File: config.mk
export PLATFORM = sky130hd
export DESIGN_NAME = display_scan_ctrl
export DESIGN_NICKNAME = d
export VERILOG_FILES = /design/src/rtl/display_pkg.sv /design/src/rtl/display_scan_ctrl_scan_timer.sv /design/src/rtl/display_scan_ctrl.sv
export SDC_FILE = /design/constraint.sdc
export NUM_CORES = 1
export LEC_CHECK = 0
export BUFFER_PORTS_ARGS = -buffer_cell sky130_fd_sc_hd__buf_2
export CORE_AREA = 10 10 80 82
export DETAILED_ROUTE_END_ITERATION = 7
export DIE_AREA = 0 0 90 92
export PLACE_DENSITY_LB_ADDON = 0.25
export SLEW_MARGIN = 5
export SYNTH_ARGS = -nofsm -noshare
export SYNTH_HDL_FRONTEND = slang
export SYNTH_SLANG_ARGS = --single-unit
File: constraint.sdc
create_clock -name clk -period 5 [get_ports clk]
set_input_delay 0.25 -clock clk [delete_from_list [all_inputs] [get_ports clk]]
set_output_delay 0.25 -clock clk [all_outputs]
set_load 0.01 [all_outputs]
File: src/rtl/display_pkg.sv
// Shared types and constants for the 4-digit display scan controller.
package display_pkg;

    typedef enum logic [1:0] {
        IDLE  = 2'd0,
        BLANK = 2'd1,
        SHOW  = 2'd2
    } scan_state_t;

    localparam int NUM_DIGITS = 4;
    localparam int DIG_W      = 2;

    function automatic int max2(input int a, input int b);
        return (a > b) ? a : b;
    endfunction

endpackage

File: src/rtl/display_scan_ctrl_scan_timer.sv
// Loadable down-counter with a done flag; times both the lit and blanking periods.
module scan_timer #(
    parameter int W = 16
) (
    input  logic         clk,
    input  logic         rst_n,
    input  logic         i_clr,
    input  logic         i_load,
    input  logic [W-1:0] i_load_val,
    output logic         o_done
);

    logic [W-1:0] r_cnt;

    // NOTE: sequential state uses non-blocking assignments so every register
    // samples the pre-edge values, independent of statement order.
    always_ff @(posedge clk) begin
        if (!rst_n) begin
            r_cnt <= '0;
        end else if (i_clr) begin
            r_cnt <= '0;
        end else if (i_load) begin
            r_cnt <= i_load_val;
        end else if (r_cnt != '0) begin
            r_cnt <= r_cnt - 1'b1;
        end
    end

    assign o_done = (r_cnt == '0);

endmodule

File: src/rtl/display_scan_ctrl.sv
// Refresh controller for a 4-digit 7-segment display with blanking gaps and
// frame-synchronous value commit. Optional macro: LEADING_ZERO_BLANK_EN.
module display_scan_ctrl
    import display_pkg::*;
#(
    parameter int REFRESH_DIV  = 50000,
    parameter int BLANK_CYCLES = 16
) (
    input  logic             clk,
    input  logic             rst_n,
    input  logic             enable,
    input  logic [15:0]      value_in,
    input  logic             value_load,
    output logic             load_ack,
    output logic [15:0]      disp_value,
    output logic [DIG_W-1:0] dig_sel,
    output logic [3:0]       an_n,
    output logic             frame_tick
);

    localparam int CNT_W = $clog2(max2(REFRESH_DIV, BLANK_CYCLES) + 1);
    localparam logic [CNT_W-1:0] SHOW_LOAD  = CNT_W'(REFRESH_DIV - 1);
    localparam logic [CNT_W-1:0] BLANK_LOAD = CNT_W'(BLANK_CYCLES - 1);
    localparam logic [DIG_W-1:0] LAST_DIG   = DIG_W'(NUM_DIGITS - 1);

    scan_state_t      r_state, w_state_next;
    logic [DIG_W-1:0] r_dig_sel, w_dig_next;
    logic [15:0]      r_disp_value, r_staging;
    logic             r_pending, r_load_ack, r_frame_tick;

    logic             w_tmr_clr, w_tmr_load, w_tmr_done;
    logic [CNT_W-1:0] w_tmr_val;
    logic             w_frame_end, w_commit, w_lit;
    logic [3:0]       w_an_n;

    scan_timer #(.W(CNT_W)) u_timer (
        .clk        (clk),
        .rst_n      (rst_n),
        .i_clr      (w_tmr_clr),
        .i_load     (w_tmr_load),
        .i_load_val (w_tmr_val),
        .o_done     (w_tmr_done)
    );

    // NOTE: every signal written here gets a default first so no latch is inferred.
    always_comb begin
        w_state_next = r_state;
        w_dig_next   = r_dig_sel;
        w_tmr_clr    = 1'b0;
        w_tmr_load   = 1'b0;
        w_tmr_val    = '0;
        w_frame_end  = 1'b0;
        if (!enable) begin
            w_state_next = IDLE;
            w_dig_next   = '0;
            w_tmr_clr    = 1'b1;
        end else begin
            unique case (r_state)
                IDLE: begin
                    w_dig_next   = '0;
                    w_tmr_load   = 1'b1;
                    w_state_next = (BLANK_CYCLES == 0) ? SHOW : BLANK;
                    w_tmr_val    = (BLANK_CYCLES == 0) ? SHOW_LOAD : BLANK_LOAD;
                end
                BLANK: begin
                    if (w_tmr_done) begin
                        w_state_next = SHOW;
                        w_tmr_load   = 1'b1;
                        w_tmr_val    = SHOW_LOAD;
                    end
                end
                SHOW: begin
                    if (w_tmr_done) begin
                        w_dig_next   = r_dig_sel + 1'b1;
                        w_frame_end  = (r_dig_sel == LAST_DIG);
                        w_tmr_load   = 1'b1;
                        w_state_next = (BLANK_CYCLES == 0) ? SHOW : BLANK;
                        w_tmr_val    = (BLANK_CYCLES == 0) ? SHOW_LOAD : BLANK_LOAD;
                    end
                end
                default: begin
                    w_state_next = IDLE;
                    w_dig_next   = '0;
                    w_tmr_clr    = 1'b1;
                end
            endcase
        end
    end

    // A commit only happens when something is pending; a coincident load wins.
    assign w_commit = r_pending && ((r_state == IDLE) || w_frame_end);

    always_ff @(posedge clk) begin
        if (!rst_n) begin
            r_state      <= IDLE;
            r_dig_sel    <= '0;
            r_disp_value <= '0;
            r_staging    <= '0;
            r_pending    <= 1'b0;
            r_load_ack   <= 1'b0;
            r_frame_tick <= 1'b0;
        end else begin
            r_state      <= w_state_next;
            r_dig_sel    <= w_dig_next;
            r_frame_tick <= w_frame_end;
            r_load_ack   <= w_commit;
            if (w_commit) begin
                r_disp_value <= value_load ? value_in : r_staging;
                r_pending    <= 1'b0;
            end else if (value_load) begin
                r_staging <= value_in;
                r_pending <= 1'b1;
            end
        end
    end

`ifdef LEADING_ZERO_BLANK_EN
    always_comb begin
        w_lit = 1'b1;
        unique case (r_dig_sel)
            2'd1:    w_lit = |r_disp_value[15:4];
            2'd2:    w_lit = |r_disp_value[15:8];
            2'd3:    w_lit = |r_disp_value[15:12];
            default: w_lit = 1'b1;
        endcase
    end
`else
    assign w_lit = 1'b1;
`endif

    always_comb begin
        w_an_n = 4'b1111;
        if (r_state == SHOW && w_lit) begin
            w_an_n = ~(4'b0001 << r_dig_sel);
        end
    end

    assign an_n       = w_an_n;
    assign dig_sel    = r_dig_sel;
    assign disp_value = r_disp_value;
    assign load_ack   = r_load_ack;
    assign frame_tick = r_frame_tick;

endmodule

==> metrics.txt <==
most frequent cells in the layout nand2_1, dfxtp_1, buf_2; maximum root-to-sink buffer count 2; Post CTS Setup Buffer Count 0; slowest CP cell nor4_4; Post-DRT Antenna Nets 0; RD Place Congestion 0.905; xor/xnor share of the synthesized area 1.51%; Synth Area in Compound Gates a little over a tenth; I/O Buffers 43; RSZ-0062 raised after global routing false; Layout Cells excl Fill between 400 and 500; skew final 0.0117 ns; Post-Place Cells roughly 420; fmax 353 MHz; Worst Hold Class primary input to flip-flop; initial antenna violation count 0; final wirelength about 6300 um; CP endpoint disp_value[14]; Initial Utilization between 50% and 60%; gr ovfl total 0; status finished clean; Flop pwr share 46.1%; most common cell after layout, fill and taps aside nand2_1; post-synthesis sequential area ratio 37.9%; Req. time, crit path about 5 ns; CP max stage delay around 0.74 ns; CP Max Fanout 18; Peak supply drop 0.000172 V; Psw approximately 0.36 mW; hold buffers post-CTS 0; clk sink count between 50 and 60; largest family of logic cells by synthesized area simple AND/OR/NAND/NOR gates; via count 2432; top_reg_cell synth dfxtp_1; cts bufs inserted 5; Post-Synth Simple-Gate Area between 20 and 25%; EDFF count, synth 0; Die ar. around 8300 um^2; r2r setup slk roughly 2.2 ns; Worst-Margin Slew between 1 and 1.5 ns; Setup Viol. Count Final 0; worst path cell trace inv_1 > ha_1 > or4b_1 > nor4_4 > a21boi_2 > mux2i_1; Root Buffer clkbuf_8; FP Rows 26; switching portion of total power 34.1%; GR Util All Layers 15.6%; Pwr Density between 300 and 400 nW/um^2; Yosys warning count 0; fin area ~3200 um^2; CP endpoint kind flip-flop; r2r endpoint disp_value[14]; largest net degree at the start of global routing 73; Area growth syn-to-layout 10.4%; Die X around 90 um; reg-to-reg startpoint u_timer.r_cnt[0]; adder-cell share of the synthesized area 4.74%; Pleak 1.43 nW; Max-Slew Margin vs Limit about a fifth; dpl hpwl approximately 4500 um; DR DRC count 0; Iteration-0 DRC Markers approximately 200; total design power around 1.1 mW; Final period util about 57%; Pre-antenna DRT Iters 4; Int Pwr about 0.70 mW; wire per inst roughly 15 um; diodes inserted 0; number of gates resized after cts 0; mux contribution to synthesized area between 15 and 20%; Syn Inst Count about 330; Startpoint Class flip-flop; ys async rst share 0%; flops & latches, synth 55; Final nets about 400; vias per cell 5.63; Comb pwr share 30.2%; R2R cell count 6; Synth Cell Area between 2000 and 3000 um^2; IO Pins between 40 and 50; chip height ~90 um; Worst Setup Path Type flip-flop to flip-flop; first-pass GRT wire length between 10000 and 15000 um; H-tree level count 2; Post-Syn Area per Cell 8.77 um^2; Worst EP arrival 2.98 ns; Area after DPL about 3100 um^2; layout cells sized above 1 ~22%; Clock Latency Late Sink 0.31 ns; vias in the first global route ~2400; TNS Setup 0 ns; clock slew at reported path FFs 0.10 ns; Clock power frac a little under a quarter; Final Hold Viols 0; syn nets 362; CTS tree yes; Max Slew Vio Count 0; Crit. Startpoint u_timer.r_cnt[0]; Core ar. 4910 um^2; # Max-Cap Violations 0; fin crit period between 2 and 3 ns; Synth cell types 48
## cell families (layout without fill, tap and decap cells)
kind of cell	count (synthesis)	count (layout)
multiplexers	50	50
flip-flops	55	55
XOR/XNOR	5	5
AND/OR/NAND/NOR	134	134
buffers and inverters	30	61
adder cells (fa/ha/maj)	11	11
AO/OA/AOI/OAI	46	46
## worst min path at each step
| stage | from | slack, ns | cells after the start | endpoint |
|---|---|---|---|---|
| after floorplan | value_in[0] | 0.39 | 2 | r_staging[0] |
| after global placement | r_staging[2] | 0.44 | 2 | r_staging[2] |
| after detailed placement | r_staging[15] | 0.45 | 2 | r_staging[15] |
| after CTS | value_in[3] | 0.18 | 3 | r_staging[3] |
| after global routing | value_in[1] | 0.18 | 3 | r_staging[1] |
| final | value_in[3] | 0.18 | 3 | r_staging[3] |
## flip-flops by register name, summed over array words and instances, names as in the netlist
signal,count
frame_tick,1
dig_sel,2
load_ack,1
r_pending,1
r_state,2
u_timer.r_cnt,16
disp_value,16
r_staging,16
## power groups by stage
stage	Clock (mW)	Sequential (mW)	Combinational, mW
2_1_floorplan	0	0.498	0.253
3_3_place_gp	0	0.497	0.308
3_5_place_dp	0	0.499	0.315
4_1_cts	0.257	0.489	0.319
5_1_grt	0.274	0.494	0.357
6_report	0.252	0.490	0.320
## per-layer routing
| layer | vias up | track usage [%] | wire (um) |
|---|---|---|---|
| li1 | 1219 | - | - |
| met1 | 1145 | 20.0 | 3020 |
| met2 | 62 | 25.5 | 2940 |
| met3 | 6 | 4.24 | 319 |
| met4 | 0 | 3.71 | 46 |
| met5 | - | 0 | 0 |
## area by class of cell
cell class / count / area, um^2
flip-flops and latches: 55 / 1100
fillers: 390 / 1710
repair buffers: 45 / 230
well taps: 70 / 87.6
clock buffers: 6 / 72.6
clock inverters: 2 / 16.3
inverters: 8 / 30.0
multi-input cells: 246 / 1670
## worst max-delay path, delay by kind of cell, from the launching register on
family	cells	cell delay, ns
adder cells (fa/ha/maj)	1	0.15
flip-flops	1	0.34
multiplexers	1	0.23
AND/OR/NAND/NOR	2	1.34
AO/OA/AOI/OAI	1	0.50
buffers and inverters	1	0.12
## stage by stage
stage | worst slack [ns] | hold slack (ns) | utilization (%)
5_1_grt | 1.96 | 0.183 | 65.2
4_1_cts | 2.18 | 0.177 | 65.2
2_1_floorplan | 2.83 | 0.392 | -
6_report | 2.17 | 0.183 | 65.2
3_5_place_dp | 2.21 | 0.449 | 63.4
3_3_place_gp | 2.32 | 0.440 | 63.4
## cell usage after synthesis, types with 3 or more instances
library cell | n | area [um^2]
clkbuf_1 | 14 | 52.6
dfxtp_1 | 55 | 1100
xor2_1 | 3 | 26.3
or4_1 | 7 | 52.6
a21oi_1 | 12 | 60.1
nand3_1 | 7 | 35.0
nand3b_1 | 5 | 37.5
o21ai_0 | 10 | 50.1
buf_2 | 3 | 15.0
ha_1 | 11 | 138
or3_1 | 5 | 31.3
nand2_1 | 77 | 289
mux2i_1 | 34 | 340
inv_1 | 8 | 30.0
nor2_1 | 9 | 33.8
nor3_1 | 4 | 20.0
mux2_2 | 16 | 180
o31ai_1 | 3 | 22.5
nor4_1 | 7 | 43.8
(Power assumes the default switching activity.)
